**config.mk**
```make
export PLATFORM = sky130hd
export DESIGN_NAME = scaler_frame_tx
export DESIGN_NICKNAME = d
export VERILOG_FILES = /design/src/rtl/scaler_frame_tx_pkg.sv /design/src/rtl/scaler_frame_tx_frame_snapshot_buf.sv /design/src/rtl/scaler_frame_tx.sv
export SDC_FILE = /design/constraint.sdc
export NUM_CORES = 1
export LEC_CHECK = 0
export CAP_MARGIN = 20
export CORE_UTILIZATION = 32
export CTS_CLUSTER_DIAMETER = 200
export DETAILED_ROUTE_END_ITERATION = 7
export PLACE_DENSITY = 0.59
export SLEW_MARGIN = 20
export SYNTH_ARGS = -nofsm -noshare
export SYNTH_HDL_FRONTEND = slang
export SYNTH_SLANG_ARGS = --single-unit
```
**constraint.sdc**
```tcl
create_clock -name clk_r2 -period 20.9 [get_ports clk_r2]
set_input_delay 4.18 -clock clk_r2 [delete_from_list [all_inputs] [get_ports clk_r2]]
set_output_delay 4.18 -clock clk_r2 [all_outputs]
set_load 0.02 [all_outputs]
```
**src/rtl/scaler_frame_tx_pkg.sv**
```systemverilog
// Shared constants, state encoding and payload types for the scaler frame transmitter.
package scaler_frame_tx_pkg;

  localparam int unsigned NCH       = 8;
  localparam int unsigned CW        = 24;
  localparam int unsigned BUSW      = NCH * CW;
  localparam int unsigned BPB       = CW / 8;
  localparam int unsigned FRAME_LEN = 4 + NCH * BPB;
  localparam int unsigned NDAT      = FRAME_LEN - 4;
  localparam int unsigned IDXW      = 5;

  localparam logic [7:0] HDR = 8'hA5;

  localparam int unsigned FLG_TS     = 0;
  localparam int unsigned FLG_SHADOW = 1;
  localparam int unsigned FLG_MISSED = 2;

  typedef enum logic [2:0] {
    S_IDLE,
    S_HDR,
    S_SEQ,
    S_FLG,
    S_DAT,
    S_CSM
  } state_t;

  typedef struct packed {
    logic            ts_ok;
    logic [BUSW-1:0] bus;
  } snap_t;

  // Data byte idx of a snapshot: band-major, MSB byte first within each band.
  function automatic logic [7:0] band_byte(input logic [BUSW-1:0] bus,
                                           input logic [IDXW-1:0] idx);
    logic [7:0] b;
    b = '0;
    for (int k = 0; k < NCH; k++) begin
      for (int j = 0; j < BPB; j++) begin
        if (idx == IDXW'(k * BPB + j)) b = bus[k*CW + CW - 8 - 8*j +: 8];
      end
    end
    return b;
  endfunction

endpackage

```
**src/rtl/scaler_frame_tx_frame_snapshot_buf.sv**
```systemverilog
// Active/shadow snapshot registers with load, promote and drop handling plus drop counter.
module frame_snapshot_buf
  import scaler_frame_tx_pkg::*;
(
  input  logic            clk_r2,
  input  logic            reset,
  input  logic            snap,
  input  logic            idle,
  input  logic            csm_acc,
  input  logic            flg_acc,
  input  logic            time_stamp_ok,
  input  logic [BUSW-1:0] scaler_bus,
  output snap_t           active,
  output logic            shadow_full,
  output logic [7:0]      drop_cnt,
  output logic            shadow_full_nxt_c,
  output logic            missed_nxt_c
);

  snap_t      sample;
  snap_t      shadow;
  snap_t      active_nxt;
  snap_t      shadow_nxt;
  logic       missed;
  logic       drop;
  logic [7:0] drop_cnt_nxt;

  assign sample = {time_stamp_ok, scaler_bus};

  // Promotion at end of frame takes priority; a new sample then refills the shadow.
  always_comb begin
    active_nxt        = active;
    shadow_nxt        = shadow;
    shadow_full_nxt_c = shadow_full;
    drop              = 1'b0;
    if (idle) begin
      if (snap) active_nxt = sample;
    end else if (csm_acc) begin
      if (shadow_full) begin
        active_nxt = shadow;
        if (snap) shadow_nxt = sample;
        else      shadow_full_nxt_c = 1'b0;
      end else if (snap) begin
        active_nxt = sample;
      end
    end else if (snap) begin
      if (!shadow_full) begin
        shadow_nxt        = sample;
        shadow_full_nxt_c = 1'b1;
      end else begin
        drop = 1'b1;
      end
    end
    missed_nxt_c = drop ? 1'b1 : (flg_acc ? 1'b0 : missed);
    drop_cnt_nxt = (drop && (drop_cnt != 8'hFF)) ? drop_cnt + 8'd1 : drop_cnt;
  end

  always_ff @(posedge clk_r2 or posedge reset) begin
    if (reset) begin
      active      <= '0;
      shadow      <= '0;
      shadow_full <= 1'b0;
      missed      <= 1'b0;
      drop_cnt    <= '0;
    end else begin
      active      <= active_nxt;
      shadow      <= shadow_nxt;
      shadow_full <= shadow_full_nxt_c;
      missed      <= missed_nxt_c;
      drop_cnt    <= drop_cnt_nxt;
    end
  end

endmodule

```
**src/rtl/scaler_frame_tx.sv**
```systemverilog
// Serialises scaler snapshots into 28-byte checksummed frames over a valid/ready byte link.
module scaler_frame_tx
  import scaler_frame_tx_pkg::*;
(
  input  logic            clk_r2,
  input  logic            reset,
  input  logic            tick,
  input  logic            time_stamp_ok,
  input  logic [BUSW-1:0] scaler_bus,
  output logic [7:0]      out_data,
  output logic            out_valid,
  input  logic            out_ready,
  output logic            busy,
  output logic [7:0]      drop_cnt
);

  state_t          state;
  state_t          state_nxt;
  logic [IDXW-1:0] idx;
  logic [IDXW-1:0] idx_nxt;
  logic            tick_d;
  logic [7:0]      seq;
  logic [7:0]      csum;
  logic [7:0]      byte_nxt;
  logic [7:0]      flags;
  logic            snap;
  logic            acc;
  snap_t           active;
  logic            shadow_full;
  logic            shadow_full_nxt_c;
  logic            missed_nxt_c;

  assign snap = tick & ~tick_d;
  assign acc  = out_valid & out_ready;

  frame_snapshot_buf u_buf (
    .clk_r2            (clk_r2),
    .reset             (reset),
    .snap              (snap),
    .idle              (state == S_IDLE),
    .csm_acc           (acc && (state == S_CSM)),
    .flg_acc           (acc && (state == S_FLG)),
    .time_stamp_ok     (time_stamp_ok),
    .scaler_bus        (scaler_bus),
    .active            (active),
    .shadow_full       (shadow_full),
    .drop_cnt          (drop_cnt),
    .shadow_full_nxt_c (shadow_full_nxt_c),
    .missed_nxt_c      (missed_nxt_c)
  );

  always_ff @(posedge clk_r2 or posedge reset) begin
    if (reset) begin
      state <= S_IDLE;
      idx   <= '0;
    end else begin
      state <= state_nxt;
      idx   <= idx_nxt;
    end
  end

  always_comb begin
    state_nxt = state;
    idx_nxt   = idx;
    case (state)
      S_IDLE: if (snap) state_nxt = S_HDR;
      S_HDR:  if (acc) state_nxt = S_SEQ;
      S_SEQ:  if (acc) state_nxt = S_FLG;
      S_FLG: begin
        if (acc) begin
          state_nxt = S_DAT;
          idx_nxt   = '0;
        end
      end
      S_DAT: begin
        if (acc) begin
          if (idx == IDXW'(NDAT - 1)) state_nxt = S_CSM;
          else                        idx_nxt   = idx + IDXW'(1);
        end
      end
      S_CSM:  if (acc) state_nxt = (shadow_full || snap) ? S_HDR : S_IDLE;
      default: state_nxt = S_IDLE;
    endcase
  end

  // Byte to present next cycle; flags reflect buffer state as of presentation.
  always_comb begin
    flags             = '0;
    flags[FLG_TS]     = active.ts_ok;
    flags[FLG_SHADOW] = shadow_full_nxt_c;
    flags[FLG_MISSED] = missed_nxt_c;
    case (state_nxt)
      S_HDR:   byte_nxt = HDR;
      S_SEQ:   byte_nxt = seq;
      S_FLG:   byte_nxt = flags;
      S_DAT:   byte_nxt = band_byte(active.bus, idx_nxt);
      S_CSM:   byte_nxt = csum ^ out_data;
      default: byte_nxt = '0;
    endcase
  end

  always_ff @(posedge clk_r2 or posedge reset) begin
    if (reset) begin
      tick_d    <= 1'b0;
      out_data  <= '0;
      out_valid <= 1'b0;
      busy      <= 1'b0;
      seq       <= '0;
      csum      <= '0;
    end else begin
      tick_d    <= tick;
      out_valid <= (state_nxt != S_IDLE);
      busy      <= (state_nxt != S_IDLE);
      if (!(out_valid && !out_ready)) out_data <= byte_nxt;
      if (acc) begin
        if (state == S_CSM) begin
          csum <= '0;
          seq  <= seq + 8'd1;
        end else begin
          csum <= csum ^ out_data;
        end
      end
    end
  end

endmodule

```
==> impl_results.md, run 1 <==
- Status: completed
- Placement Setup Slack: 11.53 ns
- NumNets Final: 2,387
- Post-route insts no fill: 3,067
- Max H-tree Level: 2
- Post-route DRC: 0
- Min-delay src: u_buf.shadow[82]$_DFFE_PP0P_
- Hold depth: 1
- Final Util: 39.5%
- ANT cells: 0
- Total Power: 3.64 mW
- Reg-to-reg endpoint: out_data[6]$_DFFE_PP0N_
- Slew @ Worst Pin: 1.04 ns
- Synth Instances: 2,066
- Post-synth EDFFs: 0
- Die width: 257 um
- # Post-CTS Setup Buffers: 0
- Largest net degree at the start of global routing: 118
- Switching share of power: 37.8%
- GRT overflow: 0
- Sequential share of power: 43.3%
- Area growth from synthesis to layout: 21.1%
- Data arrival, critical path: 9.30 ns
- Hold Path Class: flop to flop
- Synth cell types: 80
- Slew Viols, Final: 0
- First-pass GRT wire length: 105,000 um
- Hold_buf cts: 0
- GRT Total Usage: 20.4%
- Chip Height: 257 um
- Final hold viol count: 0
- Sw power: 1.38 mW
- Synthesized cell area: 20,700 um^2
- Hold EP: u_buf.shadow[82]$_DFFE_PP0P_
- Design area: 25,100 um^2
- Max Cap Viol: 0
- Wire per inst: 22.2 um
- #FFs+latches synth: 430
- IO Port Bufs: 214
- TritonCTS clock tree: yes
- ANT nets after route: 0
- RePlAce Congestion: 0.890
- Clock Skews: 0.0171 ns
- DR vias/cell: 5.53
- I/O Pins: 215
- Number of detailed-route iterations in the first pass: 6
- Clock-pin slew on the worst setup and hold paths: 0.06 ns
- Core Region: 63,500 um^2
- RSZ-0062 raised after global routing: false
- Clock Sinks: 430
- Via Count: 16.9k
- Setup ws final: 12.08 ns
- R2R cell count: 10
- CP Data Required Time: 21.37 ns
- Post-synth net total: 2,266
- Tmin final: 8.82 ns
- Reg-to-Reg Start: state[2]$_DFF_PP0_
- DIE AREA: 65,900 um^2
- Crit path max fanout: 36
- Seq/Total Area, Yosys: 51.9%
- Initial antenna violation count: 0
- Setup_tns: 0 ns
- Warnings from Yosys: 0
- Post-synth top flop: dfrtp_1
- Clk Tree Root Cell: clkbuf_16
- Share of cells above drive strength 1: 15.1%
- Max-slew headroom: 30.0%
- Static Leak: 9.91 nW
- CP Launch Type: primary input
- Std cell rows: 92
- Routed WL: 68,100 um
- Logic pwr share: 32.6%
- Peak VDD IR: 0.0774 mV
- Starting density of the core: 32.7%
- Fin crit share: 42.2%
- Synthesized area per cell: 10.0 um^2
- Async set-reset flop share out of synthesis: 100%
- Most frequent cells in the layout: dfrtp_1 (430), o21ai_0 (242), nor2_1 (239)
- Reg2reg setup slack: 15.60 ns
- Clock power share: 24.1%
- Post-Place Cell Area: 23,500 um^2
- Final setup fails: 0
- CTS resizes: 0
- Vias in the first global route: 17.0k
- Pwr per Cell Area: 145 nW/um^2
- Dpl cells: 2,982
- Internal power: 2.26 mW
- Worst Setup End Kind: flop
- Clk buf depth: 3
- DP HPWL: 47,200 um
- Min Hold Slack: 0.497 ns
- FMAX: 0.113 GHz
- Clk_lat worst skew: 0.59 ns
- Setup CP Type: primary input to flop
- Commonest non-fill, non-tap cell in the layout: dfrtp_1
- First DRT Iteration DRCs: 1,678
- Total CTS buffers: 49
==> state kept, by name, summed over array words and instances, names as in the netlist, 3 cells and up <==
name            flops
u_buf.active      193
u_buf.shadow      193
csum                8
out_data            8
seq                 8
u_buf.drop_cnt      8
idx                 5
state               3
==> power by group through the flow <==
stage	combinational [mW]	sequential [mW]	clock, mW
3_3_place_gp	1.16	1.57	0
2_1_floorplan	0.864	1.42	0
4_1_cts	1.19	1.57	0.898
3_5_place_dp	1.19	1.58	0
6_report	1.19	1.57	0.876
5_1_grt	1.31	1.62	0.932
==> per-layer routing <==
layer	vias up	routed length (um)	track usage (%)	share of wire, %
met4	0	1320	5.62	1.9
met3	79	3080	2.30	4.5
met5	-	0	0	0
met1	8612	30700	28.7	45
li1	7756	-	-	-
met2	499	32900	33.2	48
==> cell type report <==
class / count / area, um^2
clock buffer: 70 / 1480
clock inverter: 15 / 166
fill: 6263 / 38400
inverter: 12 / 52.6
multi-input combinational: 1461 / 9330
sequential: 430 / 10800
tap: 846 / 1060
timing repair buffer: 233 / 2280
==> cells in the mapped netlist, drive strengths merged, types with 4 or more instances <==
master / n / area, um^2
a211oi: 8 / 60.1
a21oi: 227 / 1140
a221o: 6 / 61.3
a221oi: 13 / 114
a222oi: 7 / 70.1
a22o: 6 / 52.6
a22oi: 18 / 135
a31oi: 7 / 58.8
a32oi: 10 / 87.6
and3: 9 / 56.3
and4: 6 / 52.6
buf: 28 / 166
clkbuf: 135 / 507
dfrtp: 430 / 10800
inv: 11 / 41.3
mux2: 195 / 2200
nand2: 70 / 265
nand2b: 5 / 31.3
nand3: 30 / 170
nand4: 15 / 93.8
nor2: 242 / 913
nor2b: 5 / 31.3
nor3: 21 / 136
nor4: 12 / 166
o21a: 8 / 61.3
o21ai: 248 / 1250
o221ai: 5 / 43.8
o22ai: 12 / 75.1
o31ai: 6 / 45.0
o41ai: 6 / 52.6
or2: 4 / 25.0
or3: 195 / 1220
xnor2: 14 / 123
xor2: 6 / 52.6
==> kinds of logic (layout without fill, tap and decap cells) <==
kind of cell    after synthesis  count (layout)  share of synthesized area (%)
simple gates                625             625                           15.7
fa+ha+maj                     3               3                          0.181
buf+inv                     175             330                           3.46
mux                         198             198                           10.7
flops                       430             430                           51.9
compound gates              615             615                           17.2
xor+xnor                     20              20                          0.844
==> worst max-delay path, stage by stage <==
cell and delay [ns]:
clkdlybuf4s50_1 0.56, nand3_2 0.21, or2_1 0.64, nand3_2 0.88, inv_2 0.94, nand3_2 0.36, nor2_1 0.61, nor3_1 0.14
a211oi_1 0.39, o41ai_1 0.15, a21o_1 0.21
==> how the worst max path moves through the flow <==
stage,startpoint,end,slack (ns),cells after the start
after floorplan,reset,busy$_DFF_PP0_,4.75,1
after global placement,out_ready,out_data[6]$_DFFE_PP0N_,11.65,11
after detailed placement,out_ready,out_data[6]$_DFFE_PP0N_,11.53,11
after CTS,out_ready,out_data[6]$_DFFE_PP0N_,12.12,11
after global routing,out_ready,out_data[6]$_DFFE_PP0N_,11.82,11
final,out_ready,out_data[6]$_DFFE_PP0N_,12.08,11
No activity file was read; power rests on OpenSTA's default activity.
==> run 2, diff against run 1 <==
==> constraint.sdc (replaced) <==
create_clock -name clk_r2 -period 8.5 [get_ports clk_r2]
set_input_delay 1.7 -clock clk_r2 [delete_from_list [all_inputs] [get_ports clk_r2]]
set_output_delay 1.7 -clock clk_r2 [all_outputs]
set_load 0.02 [all_outputs]
==> run 2 against run 1 <==
- routed wire length fell by 0.23%
- largest cell class unchanged
- clock power rose by 140%
- sequential power rose by 150%
==> impl_results.md, run 2 (same netlist as run 1, synthesis figures left out) <==
- # Post-CTS Setup Buffers: 0 (unchanged)
- Area growth from synthesis to layout: 21.1% (about the same)
- Largest net degree at the start of global routing: 195 (+65%)
- RePlAce Congestion: 0.899 (+1.0%)
- Routed WL: 67,900 um (-0.23%)
- Initial antenna violation count: 0 (unchanged)
- Fin crit share: 64.8%
- CP most frequent cell: nand3_2
- Max H-tree Level: 2 (unchanged)
- Slew Viols, Final: 0 (unchanged)
- DR vias/cell: 5.48 (-0.83%)
- Post-route DRC: 0 (unchanged)
- Crit path launch: out_ready
- Number of detailed-route iterations in the first pass: 5 (-1)
- Die width: 257 um (unchanged)
- Reg-to-Reg Start: state[2]$_DFF_PP0_
- Std cell rows: 92 (unchanged)
- Met2 Use GR: 31.2% (-2.0 points)
- DP HPWL: 46,300 um (-1.8%)
- Data arrival, critical path: 5.99 ns (-3.31 ns)
- I/O Pins: 215 (unchanged)
- Min-delay src: seq[7]$_DFFE_PP0P_
- Clock Sinks: 430 (unchanged)
- Worst path bufs/invs: 3 (+1)
- GRT Total Usage: 20.2% (-0.24 points)
- GRT overflow: 0 (unchanged)
- Final hold viol count: 0 (unchanged)
- Max Cap Viol: 0 (unchanged)
- Share of cells above drive strength 1: 15.0% (-0.045 points)
- Clock Skews: 0.0344 ns (+0.0173 ns)
- Commonest non-fill, non-tap cell in the layout: dfrtp_1
- Core Region: 63,500 um^2 (unchanged)
- CP max stage delay: 0.66 ns (-0.28 ns)
- Hold_buf cts: 0 (unchanged)
- Peak VDD IR: 0.320 mV (+310%)
- Worst Setup End Kind: flop
- Vias in the first global route: 16.7k (-1.5%)
- NumNets Final: 2,384 (-0.13%)
- ANT nets after route: 0 (unchanged)
- CP Data Required Time: 8.98 ns (-12.39 ns)
- Setup CP Type: primary input to flop
- Most frequent cells in the layout: dfrtp_1 (430), o21ai_0 (242), nor2_1 (239)
- Clk_lat worst skew: 0.60 ns (about the same)
- First DRT Iteration DRCs: 1,619 (-3.5%)
- CP Cell Sequence: clkdlybuf4s50_1 > nand3_2 > or2_1 > nand3_2 > buf_4 > inv_2 > nand3_2 > nor2_1 > nor3_1 > a211oi_1 > o41ai_1 > a21o_1
- Post-route insts no fill: 3,067 (unchanged)
- CP Launch Type: primary input
- Status: completed
- Pwr per Cell Area: 355 nW/um^2 (+150%)
- Crit-path leading delay family: simple AND/OR/NAND/NOR gates
- Tmin final: 5.51 ns
- ANT cells: 0 (unchanged)
- Clock-pin slew on the worst setup and hold paths: 0.05 ns (about the same)
- Total CTS buffers: 48 (-2.0%)
- CTS resizes: 0 (unchanged)
- Top flop regs: u_buf.active: 193 flops, u_buf.shadow: 193 flops
- Dpl cells: 2,980 (-0.067%)
- IO Port Bufs: 214 (unchanged)
- Clk Tree Root Cell: clkbuf_16
- Total Power: 8.91 mW (+140%)
- Max-slew headroom: 29.9% (-0.040 points)
- Post-Place Cell Area: 23,500 um^2 (+0.13%)
- TritonCTS clock tree: yes
- Final Util: 39.5% (about the same)
- Via Count: 16.8k (-0.83%)
- Wire per inst: 22.2 um (-0.23%)
- Starting density of the core: 32.7% (unchanged)
- First-pass GRT wire length: 104,000 um (-1.4%)
- Slew @ Worst Pin: 1.05 ns (+0.0102 ns)
- Crit path max fanout: 36 (unchanged)
- Chip Height: 257 um (unchanged)
- Hold Path Class: flop to flop
- Slowest stage cell, crit path: or2_1
- Grt met1 use: 28.4% (-0.29 points)
- Clk buf depth: 3 (unchanged)
- Design area: 25,100 um^2 (about the same)
- RSZ-0062 raised after global routing: false
- FMAX: 0.182 GHz
- Static Leak: 9.90 nW (-0.12%)
- Setup_tns: 0 ns (unchanged)
- M3 GR Usage: 3.53% (+1.2 points)
- Final setup fails: 0 (unchanged)
- DIE AREA: 65,900 um^2 (unchanged)
- GRT busiest layer: met2
run 2: power by group:
part / switching [mW] / internal, mW / leakage, nW
logic: 1.72 / 1.21 / 4.00
clock network: 0.872 / 1.24 / 0.796
registers: 0.809 / 3.06 / 5.10
run 2: stage by stage:
| stage | setup WS, ns | hold slack [ns] |
|---|---|---|
| after global routing | 2.82 | 0.508 |
| after detailed placement | 2.46 | 0.487 |
| after CTS | 3.07 | 0.500 |
| final | 2.99 | 0.490 |
| after floorplan | 0.995 | 0.446 |
| after global placement | 2.58 | 0.481 |
run 2: worst paths after layout:
check	endpoint	slack, ns	depth (start not counted)
setup / recovery	out_data[6]$_DFFE_PP0N_	2.99	12
hold / removal	seq[7]$_DFFE_PP0P_	0.49	1
setup reg to reg	out_data[6]$_DFFE_PP0N_	3.99	11
hold reg to reg	seq[7]$_DFFE_PP0P_	0.49	1
max in group asynchronous	u_buf.active[149]$_DFFE_PP0P_	5.46	3
min in group asynchronous	u_buf.drop_cnt[3]$_DFFE_PP0P_	1.57	2
run 2: layout make-up:
class | instances | area (um^2)
sequential | 430 | 10800
fill | 6242 | 38400
clock buffer | 67 | 1390
multi-input combinational | 1461 | 9330
tap | 846 | 1060
clock inverter | 20 | 216
inverter | 12 | 48.8
timing repair buffer | 231 | 2320
run 2: metal layers:
| metal | wire length, um | vias to the layer above |
|---|---|---|
| met5 | 0 | - |
| met4 | 2080 | 0 |
| met3 | 3980 | 115 |
| met2 | 31300 | 555 |
| met1 | 30600 | 8369 |
| li1 | - | 7766 |
==> run 3, diff against run 2 <==
--- a/config.mk
+++ b/config.mk
@@ -9,7 +9,7 @@
 export CORE_UTILIZATION = 32
 export CTS_CLUSTER_DIAMETER = 200
 export DETAILED_ROUTE_END_ITERATION = 7
-export PLACE_DENSITY = 0.59
+export PLACE_DENSITY = 0.61
 export SLEW_MARGIN = 20
 export SYNTH_ARGS = -nofsm -noshare
 export SYNTH_HDL_FRONTEND = slang
==> constraint.sdc (replaced) <==
create_clock -name clk_r2 -period 4.93 [get_ports clk_r2]
set_input_delay 0.986 -clock clk_r2 [delete_from_list [all_inputs] [get_ports clk_r2]]
set_output_delay 0.986 -clock clk_r2 [all_outputs]
set_load 0.02 [all_outputs]
==> run 3 against run 2 <==
- sequential cell count did not move
- critical path depth fell by 1
- routed wire length rose by 0.70%
- core utilization rose by 0.58 points
- non-clock buffer count rose by 32
- first-iteration DRC count fell by 12%
- cell count rose by 0.91%
- global-route usage rose by 0.39 points
- via count rose by 1.4%
- total power rose by 73%
- setup slack got worse by 2.1 ns
==> impl_results.md, run 3 (same netlist as run 1, synthesis figures left out) <==
- ANT nets after route: 0 (unchanged)
- Most frequent cells in the layout: dfrtp_1 (430), o21ai_0 (242), nor2_1 (239)
- R2R cell count: 10 (-1)
- Total Power: 15.4 mW (+73%)
- Internal power: 9.61 mW (+75%)
- Final setup fails: 0 (unchanged)
- IO Port Bufs: 214 (unchanged)
- Clock Skews: 0.0255 ns (-0.00891 ns)
- Max Cap Viol: 0 (unchanged)
- Max H-tree Level: 2 (unchanged)
- Clock-pin slew on the worst setup and hold paths: 0.06 ns (about the same)
- Fin crit share: 81.9%
- CTS resizes: 0 (unchanged)
- Data arrival, critical path: 4.51 ns (-1.48 ns)
- First-pass GRT wire length: 106,000 um (+2.7%)
- I/O Pins: 215 (unchanged)
- Share of cells above drive strength 1: 15.9% (+0.84 points)
- Number of detailed-route iterations in the first pass: 6 (+1)
- Std cell rows: 92 (unchanged)
- First DRT Iteration DRCs: 1,417 (-12%)
- Hold_buf cts: 0 (unchanged)
- Clk Tree Root Cell: clkbuf_16
- Setup CP Type: primary input to flop
- Hold Path Class: flop to flop
- Tmin final: 4.04 ns
- ANT cells: 0 (unchanged)
- Pwr per Cell Area: 606 nW/um^2 (+71%)
- Routed WL: 68,400 um (+0.70%)
- Clock Sinks: 430 (unchanged)
- Vias in the first global route: 17.0k (+1.8%)
- Slew Viols, Final: 0 (unchanged)
- Reg-to-Reg Start: idx[0]$_DFF_PP0_
- Peak VDD IR: 0.492 mV (+53%)
- Chip Height: 257 um (unchanged)
- Reg-to-reg endpoint: out_data[6]$_DFFE_PP0N_
- GRT overflow: 0 (unchanged)
- # Post-CTS Setup Buffers: 0 (unchanged)
- FMAX: 0.248 GHz
- Sequential share of power: 43.2% (-0.2 points)
- Crit path max fanout: 14 (-61%)
- NumNets Final: 2,415 (+1.3%)
- Total CTS buffers: 47 (-2.1%)
- Min-delay src: seq[7]$_DFFE_PP0P_
- M3 GR Usage: 2.61% (-0.92 points)
- Area growth from synthesis to layout: 22.9%
- Starting density of the core: 32.7% (unchanged)
- Static Leak: 10.1 nW (+2.0%)
- Logic pwr share: 33.4% (+0.5 points)
- Status: completed
- DR vias/cell: 5.51 (+0.50%)
- Grt met1 use: 29.4% (+0.96 points)
- Post-route DRC: 0 (unchanged)
- GRT busiest layer: met2
- Clock power share: 23.4% (-0.3 points)
- Min Hold Slack: 0.483 ns (-0.00757 ns)
- Die width: 257 um (unchanged)
- Placement Setup Slack: 0.391 ns (-2.07 ns)
- Wire per inst: 22.1 um (-0.21%)
- DIE AREA: 65,900 um^2 (unchanged)
- CP Data Required Time: 5.40 ns (-3.58 ns)
- Max-slew headroom: 24.3% (-5.6 points)
- Slew @ Worst Pin: 1.14 ns (+0.0845 ns)
- Initial antenna violation count: 0 (unchanged)
- Top flop regs: u_buf.active: 193 flops, u_buf.shadow: 193 flops
- Via Count: 17.0k (+1.4%)
- Final hold viol count: 0 (unchanged)
- TritonCTS clock tree: yes
- Sw power: 5.83 mW (+71%)
- Worst Setup End Kind: flop
- RSZ-0062 raised after global routing: false
- DP HPWL: 48,100 um (+3.8%)
- Reg2reg setup slack: 1.02 ns (-2.97 ns)
- Final Util: 40.1% (+0.58 points)
- RePlAce Congestion: 0.912 (+1.4%)
- Clk_lat worst skew: 0.60 ns (about the same)
- GRT Total Usage: 20.6% (+0.39 points)
- Clk buf depth: 3 (unchanged)
- Switching share of power: 37.8% (-0.44 points)
- Met2 Use GR: 33.2% (+2.0 points)
- CP Launch Type: primary input
- Setup ws final: 0.891 ns (-2.10 ns)
- Core Region: 63,500 um^2 (unchanged)
- Hold depth: 1 (unchanged)
- Hold EP: seq[7]$_DFFE_PP0P_
- Commonest non-fill, non-tap cell in the layout: dfrtp_1
- Largest net degree at the start of global routing: 195 (unchanged)
[run 3: cell count changes in the layout (fill, tap and decap cells not counted), sizes merged]
| cell | previous run | this run |
|---|---|---|
| clkinvlp | 3 | 2 |
| bufinv | 3 | 4 |
| clkbuf | 67 | 70 |
| inv | 12 | 11 |
| clkinv | 14 | 8 |
| buf | 17 | 49 |
[run 3: worst max-delay path, stage by stage]
cell and delay [ns]:
clkdlybuf4s50_1 0.56, nand3_2 0.22, or2_1 0.48, a31oi_4 0.17, inv_2 0.30, nand3_2 0.29
nor2_1 0.54, nor3_1 0.13, a211oi_1 0.45, o41ai_1 0.17, a21o_1 0.21
[run 3: worst max-delay path by stage]
| stage | slack, ns | to | start | cells after the start |
|---|---|---|---|---|
| final | 0.89 | out_data[6]$_DFFE_PP0N_ | out_ready | 11 |
| after detailed placement | 0.39 | out_data[6]$_DFFE_PP0N_ | out_ready | 11 |
| after global placement | 0.48 | out_data[6]$_DFFE_PP0N_ | out_ready | 11 |
| after floorplan | -1.86 | busy$_DFF_PP0_ | reset | 1 |
| after CTS | 0.99 | out_data[6]$_DFFE_PP0N_ | out_ready | 11 |
| after global routing | 0.69 | out_data[6]$_DFFE_PP0N_ | out_ready | 11 |
[run 3: stage by stage]
step / setup TNS (ns) / cell area (um^2) / std cells
3_5_place_dp: 0 / 23900 / 3012
2_1_floorplan: -800.39 / 20700 / 2066
6_report: 0 / 25500 / 3095
4_1_cts: 0 / 25500 / 3095
3_3_place_gp: 0 / 23900 / 3012
5_1_grt: 0 / 25500 / 3095
[run 3: power by group through the flow]
stage	combinational [mW]	clock, mW	sequential [mW]
after global placement	5.03	0	6.66
final	5.15	3.61	6.68
after global routing	5.71	3.82	6.85
after detailed placement	5.16	0	6.70
after floorplan	3.66	0	6.01
after CTS	5.18	3.69	6.65
[run 3: final cells by class]
| cell class | count | area (um^2) |
|---|---|---|
| clock buffers | 70 | 1390 |
| clock inverters | 13 | 186 |
| fillers | 6169 | 38000 |
| inverters | 12 | 48.8 |
| multi-input cells | 1461 | 9320 |
| flip-flops and latches | 430 | 10800 |
| well taps | 846 | 1060 |
| repair buffers | 263 | 2720 |
[run 3: routing by layer]
metal | up-vias | share of wire [%]
li1 | 7808 | -
met1 | 8718 | 46
met2 | 456 | 48
met3 | 61 | 4.1
met4 | 0 | 1.7
met5 | - | 0
